`src/rtl/btb_update_scheduler.sv`:
```
// Queues resolved-branch BTB updates from dual retire and drains one BTB write per cycle;
// also walks every BTB index to invalidate it on request. Optional macro: BTB_UPD_COALESCE_EN.
module btb_update_scheduler #(
    parameter int unsigned ADDR_WIDTH  = 32,
    parameter int unsigned BTB_ENTRIES = 16,
    parameter int unsigned IDX_W       = $clog2(BTB_ENTRIES),
    parameter int unsigned Q_DEPTH     = 8
) (
    input  logic                          clk,
    input  logic                          rst,
    input  logic                          upd0_valid,
    input  logic [ADDR_WIDTH-1:0]         upd0_pc,
    input  logic [ADDR_WIDTH-1:0]         upd0_target,
    input  logic                          upd0_taken,
    input  logic                          upd1_valid,
    input  logic [ADDR_WIDTH-1:0]         upd1_pc,
    input  logic [ADDR_WIDTH-1:0]         upd1_target,
    input  logic                          upd1_taken,
    output logic                          upd_ready,
    input  logic                          flush_req,
    output logic                          flush_busy,
    output logic                          flush_done,
    output logic                          btb_wr_en,
    output logic [IDX_W-1:0]              btb_wr_index,
    output logic [ADDR_WIDTH-IDX_W-3:0]   btb_wr_tag,
    output logic                          btb_wr_valid,
    output logic                          btb_wr_taken,
    output logic [ADDR_WIDTH-1:0]         btb_wr_target
);

    localparam int unsigned PTR_W = $clog2(Q_DEPTH);
    localparam int unsigned CNT_W = PTR_W + 1;

    // pc_word holds pc[ADDR_WIDTH-1:2]; its low IDX_W bits are the index, the rest the tag.
    typedef struct packed {
        logic [ADDR_WIDTH-3:0] pc_word;
        logic [ADDR_WIDTH-1:0] target;
        logic                  taken;
    } entry_t;

    typedef enum logic [0:0] {
        StRun,
        StFlush
    } state_e;

    state_e           state_q, state_d;
    entry_t           mem [Q_DEPTH];
    logic [PTR_W-1:0] rd_ptr_q, rd_ptr_d;
    logic [PTR_W-1:0] wr_ptr_q, wr_ptr_d;
    logic [CNT_W-1:0] count_q, count_d;
    logic [IDX_W-1:0] flush_cnt_q, flush_cnt_d;
    logic             ready_q, ready_d;
    logic             done_q, done_d;
    logic             wr_en_q, wr_en_d;
    entry_t           wr_q, wr_d;

    entry_t           in0, in1, first, head;
    logic             accept, push0, push1, push_a, push_b, pop;
    logic [1:0]       n_push;
    logic             unused_pc_lsbs;

    assign in0 = {upd0_pc[ADDR_WIDTH-1:2], upd0_target, upd0_taken};
    assign in1 = {upd1_pc[ADDR_WIDTH-1:2], upd1_target, upd1_taken};
    assign unused_pc_lsbs = ^{upd0_pc[1:0], upd1_pc[1:0]};

    assign accept = (state_q == StRun) && ready_q && !flush_req;

`ifdef BTB_UPD_COALESCE_EN
    logic same_idx;
    assign same_idx = (upd0_pc[IDX_W+1:2] == upd1_pc[IDX_W+1:2]);
    assign push0    = accept && upd0_valid && !(upd1_valid && same_idx);
`else
    assign push0    = accept && upd0_valid;
`endif
    assign push1  = accept && upd1_valid;
    assign push_a = push0 || push1;
    assign push_b = push0 && push1;
    assign n_push = {1'b0, push0} + {1'b0, push1};
    assign first  = push0 ? in0 : in1;

    // An empty queue forwards the oldest incoming update straight to the write register;
    // it is still stored, but the read pointer skips over it.
    assign head = (count_q != '0) ? mem[rd_ptr_q] : first;
    assign pop  = (state_q == StRun) && !flush_req && ((count_q != '0) || push_a);

    always_ff @(posedge clk) begin
        if (push_a) begin
            mem[wr_ptr_q] <= first;
        end
        if (push_b) begin
            mem[wr_ptr_q + PTR_W'(1)] <= in1;
        end
    end

    always_comb begin
        state_d     = state_q;
        rd_ptr_d    = rd_ptr_q;
        wr_ptr_d    = wr_ptr_q;
        count_d     = count_q;
        flush_cnt_d = flush_cnt_q;
        done_d      = 1'b0;
        wr_en_d     = 1'b0;
        wr_d        = '0;
        unique case (state_q)
            StRun: begin
                if (flush_req) begin
                    state_d     = StFlush;
                    rd_ptr_d    = '0;
                    wr_ptr_d    = '0;
                    count_d     = '0;
                    flush_cnt_d = '0;
                end else begin
                    wr_ptr_d = wr_ptr_q + PTR_W'(n_push);
                    count_d  = count_q + CNT_W'(n_push);
                    if (pop) begin
                        rd_ptr_d = rd_ptr_q + PTR_W'(1);
                        count_d  = count_d - CNT_W'(1);
                        wr_en_d  = 1'b1;
                        wr_d     = head;
                    end
                end
            end
            StFlush: begin
                flush_cnt_d = flush_cnt_q + IDX_W'(1);
                if (flush_cnt_q == IDX_W'(BTB_ENTRIES - 1)) begin
                    state_d     = StRun;
                    flush_cnt_d = '0;
                    done_d      = 1'b1;
                end
            end
            default: state_d = StRun;
        endcase
        // Two free slots are needed because both retire ports may push next cycle.
        ready_d = (state_d == StRun) && (count_d <= CNT_W'(Q_DEPTH - 2));
    end

    always_ff @(posedge clk or posedge rst) begin
        if (rst) begin
            state_q     <= StRun;
            rd_ptr_q    <= '0;
            wr_ptr_q    <= '0;
            count_q     <= '0;
            flush_cnt_q <= '0;
            ready_q     <= 1'b0;
            done_q      <= 1'b0;
            wr_en_q     <= 1'b0;
            wr_q        <= '0;
        end else begin
            state_q     <= state_d;
            rd_ptr_q    <= rd_ptr_d;
            wr_ptr_q    <= wr_ptr_d;
            count_q     <= count_d;
            flush_cnt_q <= flush_cnt_d;
            ready_q     <= ready_d;
            done_q      <= done_d;
            wr_en_q     <= wr_en_d;
            wr_q        <= wr_d;
        end
    end

    // The drain register is zero throughout a flush, so only the index needs a mux.
    assign flush_busy    = (state_q == StFlush);
    assign flush_done    = done_q;
    assign upd_ready     = ready_q;
    assign btb_wr_en     = wr_en_q || flush_busy;
    assign btb_wr_index  = flush_busy ? flush_cnt_q : wr_q.pc_word[IDX_W-1:0];
    assign btb_wr_tag    = wr_q.pc_word[ADDR_WIDTH-3:IDX_W];
    assign btb_wr_valid  = wr_en_q;
    assign btb_wr_taken  = wr_q.taken;
    assign btb_wr_target = wr_q.target;

endmodule

```
`config.mk`:
```
export PLATFORM = sky130hd
export DESIGN_NAME = btb_update_scheduler
export DESIGN_NICKNAME = d
export VERILOG_FILES = /design/src/rtl/btb_update_scheduler.sv
export SDC_FILE = /design/constraint.sdc
export NUM_CORES = 1
export LEC_CHECK = 0
export CORE_AREA = 2 2 237 239
export DETAILED_ROUTE_END_ITERATION = 7
export DIE_AREA = 0 0 239 241
export GPL_TIMING_DRIVEN = 0
export MAX_ROUTING_LAYER = met4
export PLACE_DENSITY = 0.85
export RECOVER_POWER = 25
export SETUP_SLACK_MARGIN = 0.02
export SYNTH_ARGS = -nofsm -noshare
export SYNTH_HDL_FRONTEND = slang
export SYNTH_SLANG_ARGS = --single-unit
```
`constraint.sdc`:
```
create_clock -name clk -period 7.1 [get_ports clk]
set_clock_uncertainty 0.05 [all_clocks]
set_input_delay 1.775 -clock clk [delete_from_list [all_inputs] [get_ports clk]]
set_output_delay 1.775 -clock clk [all_outputs]
set_load 0.01 [all_outputs]
```
# After elaboration in Yosys (flattened, before gate mapping)
# Memories as Yosys holds them, arrays and structs flattened.
# Cells that the tools add are included.
# word_totals
output_inout_bits,68
wordCells,66
ff_bits,81
mem_bits_rw,504
mem_count,1
inputBits,135
# mem_list
name,depth,word_bits,rd,rd_ports_with_merged_regs,write_ports,line,text
mem,8,63,1,0,2,47,entry_t mem [Q_DEPTH];
# op_classes
n_reduce_logical,15
n_eq_ne,2
magnitude_cmp,1
n_addsub,7
n_mux,27
bitwise_logic,2
# op_table
op,count
two-way mux 63 bit,5
two-way mux 4 bit,6
two-way mux 1 bit,11
two-way mux 3 bit,3
logical AND 1 bit,8
one-hot mux 4 bit (2 select lines),1
"adder 3 x 1 -> 3 bit, second input constant",2
"adder 4 x 1 -> 4 bit, second input constant",1
adder 4 x 2 -> 4 bit,1
"equality test 4 bit, second input constant",1
"<= comparator 4 x 3 -> 1 bit, second input constant",1
nonzero test 4 bit,1
"subtractor 4 x 1 -> 4 bit, second input constant",1
adder 3 x 2 -> 3 bit,1
logical OR 1 bit,3
adder 1 x 1 -> 2 bit,1
"!= test 2 bit, second input constant",1
NOT 1 bit,2
one-hot mux 1 bit (2 select lines),1
AND reduction 2 bit,1
nonzero test 2 bit,1
logical NOT 1 bit,1

# Longest topological paths before layout
# Gate-level depths: netlist of the first run.
# depth
depth_word,12
depth_mapped,14

# Least setup slack after synthesis of the first run
# Ideal clock, no wire load.
# synth_timing
path_type,input port to flip-flop
startpoint,input flush_req
endpoint,memory mem[5][0] in the netlist's numbering (enable)
required_time_ps,6472
setup_time_ps,578
stages,5
path_slack_ps,-926
t_arrival_ps,7398
path_cell_list,nor4bb_1 > clkbuf_1 > clkbuf_1 > nand2_1 > o31ai_1
# synth_rtl
item,line,text
"start, declared",20,"input logic flush_req,"
"end, declared",47,

==> results.json, run 1 <==
{
  "grt_busiest_layer": "met2",
  "gp_congestion": 0.851,
  "crit_fanout": 18,
  "drv_cap": 10,
  "power.density_nw_per_um2": 276,
  "startpoint_type": "input pin",
  "cp.required_ns": 7.37,
  "die_width_um": 239,
  "cts_hold_buf": 0,
  "start_util_pct": 53.6,
  "hold_class": "register to register",
  "route.detailed.drc": 0,
  "route.vias.total": 19000,
  "async_reset_ff_share_pct": 13.8,
  "dpl.hpwl_mm": 51.3,
  "drive_above_1_share_pct": 39.5,
  "pin_count": 203,
  "arrival_ns": 6.15,
  "worstRegToRegCells": 9,
  "drtIter0Drc": 2220,
  "cp_cell_sequence": "dlygate4sd3_1 -> clkbuf_1 -> o21a_1 -> nand2_1 -> nor2_1 -> nand2_1 -> o21ai_0 -> clkbuf_1 -> buf_16 -> buf_16",
  "port_buffers": 198,
  "use_met3_pct": 6.36,
  "hold_violations": 0,
  "core_um2": 54900,
  "setup_viol": 0,
  "cts_htree_levels": 2,
  "nFillCells": 3830,
  "clk_pin_slew_ns": 0.06,
  "grt_use_total_pct": 28.9,
  "syn_nets": 1994,
  "dpl_cell_area_um2": 33000,
  "worst_slew_pin_slew_ns": 2.61,
  "netlist-cell-type-count": 43,
  "die_h_um": 241,
  "synth_seq_cells": 585,
  "max_freq_ghz": 0.170,
  "firstDrtPassIters": 5,
  "synth_area_um2": 29400,
  "rrSetupSlack_ns": 2.61,
  "maxSlewViolCount": 139,
  "insertion_delay_ns": 0.63,
  "synth.avg_cell_area_um2": 15.9,
  "grt_pass1_vias": 19800,
  "dieArea_um2": 57600,
  "cts_buffers": 60,
  "slowest_stage": "o21ai_0",
  "rsz0062_at_grt": "no",
  "antenna_left": 0,
  "syn_to_final_growth_pct": 18.6,
  "synth_edf_count": 504,
  "fin_area_um2": 34900,
  "synthFlopType": "edfxtp_1",
  "violations": "capacitance limit, slew limit",
  "yosys_warnings": 0,
  "worstSetupStartpoint": "upd1_valid",
  "critPathKind": "input pin to register",
  "syn_inst": 1851,
  "vias_per_cell": 6.56,
  "rows": 86,
  "critical_path.endpoint": "mem[4][39]",
  "ir_drop_uv": 208,
  "grtUsageMet2_pct": 47.0,
  "clk_path_buf_depth": 3,
  "final.min_clock_period_ns": 5.88,
  "post-route-worst-setup-slack_ns": 1.22,
  "slowest_delay_ns": 1.35,
  "grt_pass1_wl_mm": 120,
  "cellLeakagePower_nw": 12.1,
  "cts_tree": "yes",
  "nets": 2281,
  "pre_cts_ws_ns": 1.20,
  "final_cell_mix": "mux2_2, edfxtp_1, nand2_1",
  "grt_use_met1_pct": 36.7,
  "status": "complete, but fails checks",
  "cts_resized": 0,
  "cts_setup_buffers": 0,
  "routed_wl_mm": 80.9,
  "yosysSeqAreaShare_pct": 58.3,
  "fin_crit_sh_pct": 82.8,
  "tns_ns": 0,
  "grt_max_degree": 52,
  "multi_input_area_um2": 11200,
  "cts_sinks": 585,
  "seq_area_um2": 17200,
  "antenna_found_initial": 8,
  "endpoint_kind": "register",
  "cts_root_buf": "clkbuf_16",
  "final_common_cell": "mux2_2",
  "total_power_mw": 9.63,
  "reg2reg_to": "mem[4][39]",
  "r2r_start": "flush_busy",
  "relSlewSlack_pct": -75.8,
  "wl_per_cell_um": 27.9,
  "grt-ovfl-total": 0
}
flip-flops by register name (all words and copies together) (netlist names), 3 cells and up:
| name | flops |
|---|---|
| wr_q | 4 |
| rd_ptr_q | 3 |
| mem | 504 |
| btb_wr_tag | 26 |
| count_q | 4 |
| flush_cnt_q | 4 |
| wr_ptr_q | 3 |
| btb_wr_target | 32 |
cell type report:
type                       instances  share of cell area, %
sequential                       585                   49.2
multi-input combinational       1064                   32.2
timing repair buffer             225                   7.20
clock buffer                      81                   4.71
buffer                           194                   2.92
tap                              704                   2.52
clock inverter                    33                   1.11
inverter                           8                 0.0897
antenna                            9                 0.0646
worst min-delay path by stage:
stage	slack [ns]	from	depth (start not counted)	end
floorplan	0.46	count_q[0]	2	count_q[0]
global placement	0.52	count_q[0]	2	count_q[0]
detailed placement	0.52	count_q[0]	2	count_q[0]
CTS	0.55	count_q[0]	2	count_q[0]
global route	0.58	count_q[0]	2	count_q[0]
finish	0.56	count_q[0]	2	count_q[0]
cell families after synthesis:
| group | synth area share [%] |
|---|---|
| xor gates and xnor gates | 0.179 |
| DFF | 58.3 |
| buffers and inverters | 3.58 |
| and+or+nand+nor | 3.82 |
| adders and majority gates | 0.340 |
| AOI/OAI and AO/OA | 4.52 |
| muxes | 29.2 |
routing by layer:
metal	part of all wire, %	wire length (um)
met5	0	0
met4	3.1	2480
met3	10	8360
met2	50	40100
met1	37	30000
cell usage after synthesis, drive strengths merged (3+ instances only):
cell type | number | area share, %
a211oi | 63 | 1.6
a21oi | 6 | 0.10
a22o | 7 | 0.21
a311oi | 63 | 1.9
a31oi | 3 | 0.064
and2 | 5 | 0.11
buf | 133 | 2.7
clkbuf | 61 | 0.78
dfrtp | 81 | 6.9
edfxtp | 504 | 51
ha | 8 | 0.34
inv | 8 | 0.10
mux2 | 510 | 20
mux4 | 126 | 9.6
nand2 | 141 | 1.8
nand3 | 11 | 0.19
nor2 | 10 | 0.13
nor2b | 64 | 1.4
o21ai | 16 | 0.27
xnor2 | 3 | 0.089
xor2 | 3 | 0.089
report_power, final:
group / switching [mW] / internal [mW] / total, mW
combinational: 1.30 / 1.20 / 2.50
sequential: 0.0513 / 3.80 / 3.85
clock: 1.34 / 1.94 / 3.28
stage by stage:
step                instances  hold slack, ns  utilization, %
floorplan                1851           0.463               -
global placement         2753           0.518            58.8
detailed placement       2779           0.522            60.1
CTS                      2893           0.548            63.8
global route             2902           0.578            63.6
finish                   2903           0.560            63.6
critical path, delay by kind of cell:
family	cells	cell delay, ns
buf+inv	5	2.35
simple gates	3	0.39
compound gates	2	1.60
No activity file was read; power rests on OpenSTA's default activity.
==> inputs of run 2 (changes only) <==
==> constraint.sdc (replaced) <==
create_clock -name clk -period 5.3 [get_ports clk]
set_clock_uncertainty 0.05 [all_clocks]
set_input_delay 1.325 -clock clk [delete_from_list [all_inputs] [get_ports clk]]
set_output_delay 1.325 -clock clk [all_outputs]
set_load 0.01 [all_outputs]
==> results.json, run 2 (synthesis gave the netlist of run 1 again) <==
{
  "comb_power_share_pct": 25.3,
  "pin_count": 203,
  "switching_share_pct": 27.7,
  "setup_viol": 0,
  "cts_buffers": 61,
  "rsz0062_at_grt": "no",
  "p_int_mw": 9.54,
  "die_width_um": 239,
  "critPathKind": "input pin to register",
  "clk_path_buf_depth": 3,
  "cts_hold_buf": 0,
  "arrival_ns": 5.56,
  "grt_pass1_vias": 19600,
  "max_freq_ghz": 0.197,
  "place_inst": 2779,
  "port_buffers": 198,
  "maxSlewViolCount": 171,
  "nFillCells": 3726,
  "core_um2": 54900,
  "seqPwrFrac_pct": 39.0,
  "worst_slew_pin_slew_ns": 2.63,
  "final.min_clock_period_ns": 5.08,
  "vias_per_cell": 6.55,
  "p_sw_mw": 3.66,
  "cp.required_ns": 5.78,
  "violations": "capacitance limit, slew limit",
  "fin_crit_sh_pct": 95.8,
  "dpl.hpwl_mm": 51.4,
  "grt_max_degree": 52,
  "drv_cap": 10,
  "hold_class": "register to register",
  "crit_fanout": 10,
  "start_util_pct": 53.6,
  "ir_drop_uv": 332,
  "nets": 2281,
  "grt-ovfl-total": 0,
  "tns_ns": 0,
  "power.density_nw_per_um2": 376,
  "startpoint_type": "input pin",
  "final_core_util_pct": 64.0,
  "route.vias.total": 19000,
  "rows": 86,
  "status": "complete, but fails checks",
  "clockPowerShare_pct": 35.6,
  "endpoint_kind": "register",
  "gp_congestion": 0.844,
  "total_power_mw": 13.2,
  "antenna_left": 0,
  "grt_pass1_wl_mm": 122,
  "firstDrtPassIters": 6,
  "clk_pin_slew_ns": 0.06,
  "cts_sinks": 585,
  "drtIter0Drc": 2524,
  "hold_violations": 0,
  "largest_register_ffs": 504,
  "grt_use_total_pct": 29.3,
  "die_h_um": 241,
  "seq_area_um2": 17200,
  "syn_to_final_growth_pct": 19.4,
  "final_cells": 2907,
  "wl_per_cell_um": 28.1,
  "insertion_delay_ns": 0.65,
  "final_cell_mix": "mux2_2, edfxtp_1, nand2_1",
  "routed_wl_mm": 81.7,
  "antenna_found_initial": 10,
  "cts_htree_levels": 2,
  "dieArea_um2": 57600,
  "route.detailed.drc": 0,
  "cts_resized": 0,
  "final_common_cell": "mux2_2",
  "multi_input_area_um2": 11200,
  "cts_tree": "yes",
  "cts_setup_buffers": 0,
  "relSlewSlack_pct": -77.5,
  "cts_root_buf": "clkbuf_16",
  "regMostFlops": "mem",
  "cellLeakagePower_nw": 12.2,
  "drive_above_1_share_pct": 40.5
}
run 2: cell types whose count changed in the layout (fill, tap and decap cells not counted), sizes merged:
cell | before | now
buf | 151 | 152
bufinv | 9 | 12
dlygate4sd3 | 66 | 67
clkbuf | 151 | 148
diode | 9 | 12
clkdlybuf4s50 | 132 | 131
run 2: per-layer routing:
layer	up-vias	share of wire (%)	wire, um	track usage, %
met4	0	3.3	2670	11.4
met5	-	0	0	-
li1	7912	-	-	-
met1	9683	37	30000	37.1
met3	204	10	8520	5.73
met2	1232	50	40500	47.1
run 2: power by group through the flow:
stage	clock (mW)	combinational [mW]	sequential (mW)
2_1_floorplan	0	2.26	5.23
3_3_place_gp	0	3.21	5.24
5_1_grt	4.90	3.54	5.16
3_5_place_dp	0	3.30	5.24
6_report	4.70	3.34	5.15
4_1_cts	4.72	3.33	5.15
run 2: layout make-up:
cell class                      instances  area share (%)
Sequential cell                       585            48.9
Tap cell                              704            2.51
Buffer                                194            2.91
Multi-Input combinational cell       1064            32.0
Inverter                                8          0.0891
Timing Repair Buffer                  224            7.29
Clock buffer                           80            4.87
Antenna cell                           12          0.0855
Clock inverter                         36            1.38
run 2: per-stage QoR:
step                      hold WS (ns)  setup WS, ns  cell area, um^2
after floorplan                  0.463        -0.281            29400
after global placement           0.500         -3.95            32300
after detailed placement         0.518        -0.164            33000
after CTS                        0.543         0.463            35200
after global routing             0.547         0.101            35100
final                            0.553         0.224            35100
run 2: final timing paths:
path	start	to	slack (ns)	cells past startpoint
max	flush_req	upd_ready	0.22	12
min	flush_cnt_q[3]	flush_cnt_q[3]	0.55	1
max reg2reg	upd_ready	upd_ready	1.05	11
min reg2reg	flush_cnt_q[3]	flush_cnt_q[3]	0.55	1
max in group asynchronous	rst	btb_wr_tag[13]	1.52	3
min in group asynchronous	rst	btb_wr_target[11]	1.47	2
run 2: worst max-delay path: stages:
cell and delay (ns):
dlygate4sd3_1 0.63, nor4bb_1 0.29, clkbuf_1 0.32, clkbuf_1 0.69, nand2_1 0.37, xnor2_1 0.21, ha_1 0.21, a311o_1 0.37
a2111oi_2 0.46, xor2_1 0.35, nand3_1 0.16, o2111a_1 0.16
